===== config.mk =====
export PLATFORM = sky130hd
export DESIGN_NAME = adc_st_packetizer
export DESIGN_NICKNAME = d
export VERILOG_FILES = /design/src/rtl/adc_st_pkg.sv /design/src/rtl/st_beat_fifo.sv /design/src/rtl/adc_st_packetizer.sv
export SDC_FILE = /design/constraint.sdc
export NUM_CORES = 2
export LEC_CHECK = 0
export ABC_CLOCK_PERIOD_IN_PS = 4040
export CELL_PAD_IN_SITES_DETAIL_PLACEMENT = 1
export CELL_PAD_IN_SITES_GLOBAL_PLACEMENT = 2
export CORE_MARGIN = 8
export CORE_UTILIZATION = 41
export DETAILED_ROUTE_END_ITERATION = 16
export PLACE_DENSITY_LB_ADDON = 0.1
export SYNTH_ARGS = -nofsm -noshare
export SYNTH_HDL_FRONTEND = slang
export SYNTH_SLANG_ARGS = --single-unit

===== constraint.sdc =====
create_clock -name clk -period 4.04 [get_ports clk]
set_clock_uncertainty 0.1 [all_clocks]
set_input_delay 0.808 -clock clk [delete_from_list [all_inputs] [get_ports clk]]
set_output_delay 0.808 -clock clk [all_outputs]
set_load 0.02 [all_outputs]

===== src/rtl/adc_st_pkg.sv =====
// Shared constants and types for the ADC Avalon-ST packetizer.
// A beat packs 16 samples with the first sample in the top lane.
package adc_st_pkg;
   localparam int SAMPLE_W = 32;
   localparam int LANES    = 16;
   localparam int DATA_W   = SAMPLE_W * LANES;
   localparam int EMPTY_W  = 6;
   localparam int LEN_W    = 16;
   localparam int LANE_W   = $clog2(LANES);

   typedef enum logic [1:0] {IDLE, FILL, HOLD, DRAIN} state_e;

   typedef struct packed {
      logic [DATA_W-1:0]  data;
      logic               sop;
      logic               eop;
      logic [EMPTY_W-1:0] empty;
   } beat_t;
endpackage


===== src/rtl/st_beat_fifo.sv =====
// Two-entry first-word-fall-through beat buffer.
// When full, a push is accepted in the same cycle as a pop.
module st_beat_fifo
   import adc_st_pkg::*;
(
   input  logic  clk,
   input  logic  reset_n,
   input  logic  push_i,
   input  beat_t din_i,
   input  logic  pop_i,
   output beat_t dout_o,
   output logic  full_o,
   output logic  empty_o
);
   beat_t      mem_q [2];
   logic       wr_ptr_q;
   logic       rd_ptr_q;
   logic [1:0] count_q;
   logic       do_push;
   logic       do_pop;

   assign do_pop  = pop_i && (count_q != 2'd0);
   assign do_push = push_i && ((count_q != 2'd2) || do_pop);

   always_ff @(posedge clk or negedge reset_n) begin
      if (!reset_n) begin
         mem_q[0] <= '0;
         mem_q[1] <= '0;
         wr_ptr_q <= 1'b0;
         rd_ptr_q <= 1'b0;
         count_q  <= '0;
      end else begin
         if (do_push) begin
            mem_q[wr_ptr_q] <= din_i;
            wr_ptr_q        <= ~wr_ptr_q;
         end
         if (do_pop) begin
            rd_ptr_q <= ~rd_ptr_q;
         end
         case ({do_push, do_pop})
            2'b10:   count_q <= count_q + 2'd1;
            2'b01:   count_q <= count_q - 2'd1;
            default: count_q <= count_q;
         endcase
      end
   end

   assign dout_o  = mem_q[rd_ptr_q];
   assign full_o  = (count_q == 2'd2);
   assign empty_o = (count_q == 2'd0);
endmodule


===== src/rtl/adc_st_packetizer.sv =====
// Packs free-running ADC samples into 512-bit Avalon-ST beats, one packet per arm.
// A beat that cannot enter the buffer is held; samples arriving meanwhile are dropped and flagged.
module adc_st_packetizer
   import adc_st_pkg::*;
(
   input  logic                clk,
   input  logic                reset_n,
   input  logic                arm,
   input  logic [LEN_W-1:0]    pkt_len,
   input  logic [SAMPLE_W-1:0] adc_data,
   input  logic                adc_valid,
   output logic [DATA_W-1:0]   src_data,
   output logic                src_valid,
   input  logic                src_ready,
   output logic                src_startofpacket,
   output logic                src_endofpacket,
   output logic [EMPTY_W-1:0]  src_empty,
   output logic                busy,
   output logic                overflow,
   input  logic                clear_ovf,
   output logic [31:0]         pkt_count
);
   state_e                            state_q;
   logic [LEN_W-1:0]                  len_q;
   logic [LEN_W-1:0]                  smp_cnt_q;
   logic [LANE_W-1:0]                 lane_cnt_q;
   logic [LANES-1:0][SAMPLE_W-1:0]    asm_q;
   logic [LANES-1:0][SAMPLE_W-1:0]    asm_d;
   logic                              first_q;
   logic                              busy_q;
   logic                              ovf_q;
   logic [31:0]                       pkt_cnt_q;
   beat_t                             hold_q;

   logic  last_smp;
   logic  beat_done;
   logic  fifo_full;
   logic  fifo_empty;
   logic  pop;
   logic  can_push;
   logic  push;
   beat_t fill_beat;
   beat_t push_beat;
   beat_t head;

   // Lane 0 occupies the top 32 bits of the beat.
   always_comb begin
      asm_d = asm_q;
      asm_d[LANE_W'(LANES-1) - lane_cnt_q] = adc_data;
   end

   assign last_smp  = (smp_cnt_q + LEN_W'(1)) == len_q;
   assign beat_done = adc_valid && ((lane_cnt_q == LANE_W'(LANES-1)) || last_smp);
   assign pop       = !fifo_empty && src_ready;
   assign can_push  = !fifo_full || pop;

   always_comb begin
      fill_beat.data  = asm_d;
      fill_beat.sop   = first_q;
      fill_beat.eop   = last_smp;
      fill_beat.empty = last_smp ? {~lane_cnt_q, 2'b00} : '0;
   end

   always_comb begin
      push      = 1'b0;
      push_beat = fill_beat;
      case (state_q)
         FILL: push = beat_done && can_push;
         HOLD: begin
            push      = can_push;
            push_beat = hold_q;
         end
         default: push = 1'b0;
      endcase
   end

   always_ff @(posedge clk or negedge reset_n) begin
      if (!reset_n) begin
         state_q    <= IDLE;
         len_q      <= '0;
         smp_cnt_q  <= '0;
         lane_cnt_q <= '0;
         asm_q      <= '0;
         first_q    <= 1'b0;
         busy_q     <= 1'b0;
         ovf_q      <= 1'b0;
         pkt_cnt_q  <= '0;
         hold_q     <= '0;
      end else begin
         case (state_q)
            IDLE: begin
               if (arm && (pkt_len != '0)) begin
                  len_q      <= pkt_len;
                  smp_cnt_q  <= '0;
                  lane_cnt_q <= '0;
                  asm_q      <= '0;
                  first_q    <= 1'b1;
                  busy_q     <= 1'b1;
                  state_q    <= FILL;
               end
            end
            FILL: begin
               if (adc_valid) begin
                  smp_cnt_q <= smp_cnt_q + LEN_W'(1);
                  if (beat_done) begin
                     asm_q      <= '0;
                     lane_cnt_q <= '0;
                     first_q    <= 1'b0;
                     if (can_push) begin
                        state_q <= last_smp ? DRAIN : FILL;
                     end else begin
                        hold_q  <= fill_beat;
                        state_q <= HOLD;
                     end
                  end else begin
                     asm_q      <= asm_d;
                     lane_cnt_q <= lane_cnt_q + LANE_W'(1);
                  end
               end
            end
            HOLD: begin
               if (can_push) begin
                  state_q <= hold_q.eop ? DRAIN : FILL;
               end
            end
            DRAIN: begin
               if (pop && head.eop) begin
                  busy_q    <= 1'b0;
                  pkt_cnt_q <= pkt_cnt_q + 32'd1;
                  state_q   <= IDLE;
               end
            end
            default: state_q <= IDLE;
         endcase

         // A drop in the same cycle as clear_ovf keeps the flag set.
         if ((state_q == HOLD) && adc_valid) begin
            ovf_q <= 1'b1;
         end else if (clear_ovf) begin
            ovf_q <= 1'b0;
         end
      end
   end

   st_beat_fifo u_fifo (
      .clk     (clk),
      .reset_n (reset_n),
      .push_i  (push),
      .din_i   (push_beat),
      .pop_i   (pop),
      .dout_o  (head),
      .full_o  (fifo_full),
      .empty_o (fifo_empty)
   );

   assign src_data          = head.data;
   assign src_valid         = !fifo_empty;
   assign src_startofpacket = head.sop;
   assign src_endofpacket   = head.eop;
   assign src_empty         = head.empty;
   assign busy              = busy_q;
   assign overflow          = ovf_q;
   assign pkt_count         = pkt_cnt_q;
endmodule

==> qor.csv <==
metric,value,unit
io_buffers,606,
reg2regPathDepth,12,
crit_path_start_kind,flip-flop,
r2r_end,u_fifo.mem_q[954],
synth_top_cells_by_count,"2143 x dfrtp_1, 1539 x mux2i_1, 1060 x mux2_2",
cts_buffer_depth,3,
r2r-start,smp_cnt_q[0],
grt_pass1_vias,71100,
critPathMaxFanout,21,
ys_seq_elements,2143,
wl,319000,µm
setup_violations,0,
grtUsageTotal,24.5,%
yosys_warnings,0,
cts_root_buffer,clkbuf_16,
area_growth,20.7,%
drt_first_pass_iters,7,
holdWs,0.386,ns
grt_max_degree,109,
wire_per_inst,25.8,µm
worst_slew_pin_slew,1.22,ns
hold_class,flip-flop to flip-flop,
cts.sinks,2143,
fill_cells,24700,
routed_via_density,5.33,
start_util,41.1,%
fp.dieArea,257000,µm²
final_area,119000,µm²
synth_area_leader_cell,dfrtp_1,
power_density,741,nW/µm²
p_leak,0.0542,µW
ant_nets,0,
ys.flop_type,dfrtp_1,
antenna_found_initial,49,
place.gp.congestion,0.798,
endpoint,src_data[229],
placed_cell_area,111000,µm²
status,"complete, no violations",
grt_pass1_wl,481000,µm
drt_iter0_drc,4075,
synth_area_per_cell,12.0,µm²
criticalPathCategory,flip-flop to output port,
clock_latency,0.88,ns
via_count,65900,
crit_path_end_kind,output port,
fmax,249,MHz
async_flop_share,100,%
rrSetupSlack,0.19,ns
finalCritPeriodShare,99.3,%
slew_violations,0,
min_period,4.01,ns
required,3.13,ns
ys_seq_area_share,54.3,%
hold_start,pkt_count[31],
rsz0062_at_grt,yes,
pin_count,609,
synth.top_cells.by_area,"dfrtp_1 54%, mux2i_1 16%, mux2_2 12%",
rows,180,
drive_gt1_share,21.2,%
netlist.area_leader.share,54.3,%
cts_buffers,236,
hpwl,215000,µm
clkTransAtPathRegs,0.06,ns
syn_inst,8229,
die_h,507,µm
peakVddDrop,555,µV
yosysMostFrequentCell,dfrtp_1,
h-tree-depth,4,
drc,0,
cts_tree,yes,
synth_area,98700,µm²
grt_overflow,0,
core,240000,µm²
hold_viol_final,0,
nets,9014,
slew_headroom,18.9,%
cp.arrival,3.11,ns
crit_start,u_fifo.rd_ptr_q,
drv_cap,0,
synth-edff-count,0,
ys_types,61,
die_w,507,µm
## cells by family (layout without fill, tap and decap cells)
family	after synthesis	after routing	synth area share, %
AND/OR/NAND/NOR	698	698	2.91
XOR/XNOR	57	57	0.506
buffers and inverters	1612	2529	6.74
flip-flops	2143	2143	54.3
multiplexers	2599	2599	27.7
other	1	20	0.00380
AO/OA/AOI/OAI	1106	1106	7.68
adder cells (fa/ha/maj)	13	13	0.162
## cell usage in the layout (no fill, tap or decap), drive strengths merged, types with 26 or more instances in the layout
cell type | synthesis | routed
dfrtp | 2143 | 2143
xnor2 | 40 | 40
dlygate4sd2 | 0 | 144
mux2i | 1539 | 1539
a22o | 513 | 513
nor2 | 26 | 26
clkinv | 1 | 38
clkdlybuf4s50 | 0 | 391
nand2 | 575 | 575
o21ai | 543 | 543
clkbuf | 304 | 378
buf | 259 | 467
mux2 | 1060 | 1060
inv | 1048 | 1052
dlymetal6s2s | 0 | 38
## repair_timing
item / 4_1_cts / 5_1_grt
gates cloned: 0 / 2
setup endpoints to repair: 409 / 730
hold buffers: 1 / 0
pin swaps: 0 / 2
endpoints found under the hold margin: 68 / 0
resized for setup: 226 / 57
buffers inserted: 7 / 4
## stage by stage
stage,utilization (%),power (µW),setup TNS [ns],cells,setup slack (ns)
after floorplan,-,48900,0,8230,0.676
after global placement,46.2,66000,0,11900,0.0476
after detailed placement,46.2,66900,0,11900,0.0263
after CTS,49.5,89500,0,12300,0.000304
after global routing,49.6,93100,-0.00353,12300,-0.00304
final,49.7,88400,0,12400,0.0265
## area by class of cell
type	instances	area (µm²)	area share [%]
Sequential cell	2143	53600	45.0
Multi-Input combinational cell	4475	38600	32.4
Timing Repair Buffer	1043	10900	9.13
Clock buffer	376	7350	6.17
Tap cell	3185	3990	3.34
Inverter	1049	3940	3.30
Clock inverter	61	802	0.673
Antenna cell	18	45.0	0.0378
## how the worst min path moves through the flow
stage | cells past startpoint | end | slack (ns)
3_5_place_dp | 1 | asm_q[326] | 0.38
3_3_place_gp | 1 | pkt_count[31] | 0.36
6_report | 1 | pkt_count[31] | 0.39
4_1_cts | 2 | overflow | 0.34
2_1_floorplan | 1 | asm_q[127] | 0.37
5_1_grt | 2 | overflow | 0.40
## metal layers
metal	part of all wire [%]	global-route usage, %
met1	47	35.6
met2	46	38.6
met3	4.7	3.57
met4	2.4	5.96
met5	0	0
## state kept, by name, indices dropped and copies added, names as in the netlist
name and cells:
u_fifo.wr_ptr_q 1, len_q 16, overflow 1, smp_cnt_q 16, state_q 2, lane_cnt_q 4, u_fifo.rd_ptr_q 1, asm_q 512
first_q 1, u_fifo.mem_q 1036, u_fifo.count_q 2, hold_q 518, busy 1, pkt_count 32
## where the power goes
part / total [µW] / internal, µW / switching [µW]
clock: 22600 / 13500 / 9110
combinational: 36200 / 13800 / 22400
sequential: 29600 / 27100 / 2490
## critical path, stage by stage (launching register included)
cell and delay, ns:
dfrtp_4 0.58, buf_12 0.21, buf_12 0.21, o21ai_0 0.46, clkdlybuf4s50_1 0.72
Power figures use the tool's default switching activity.
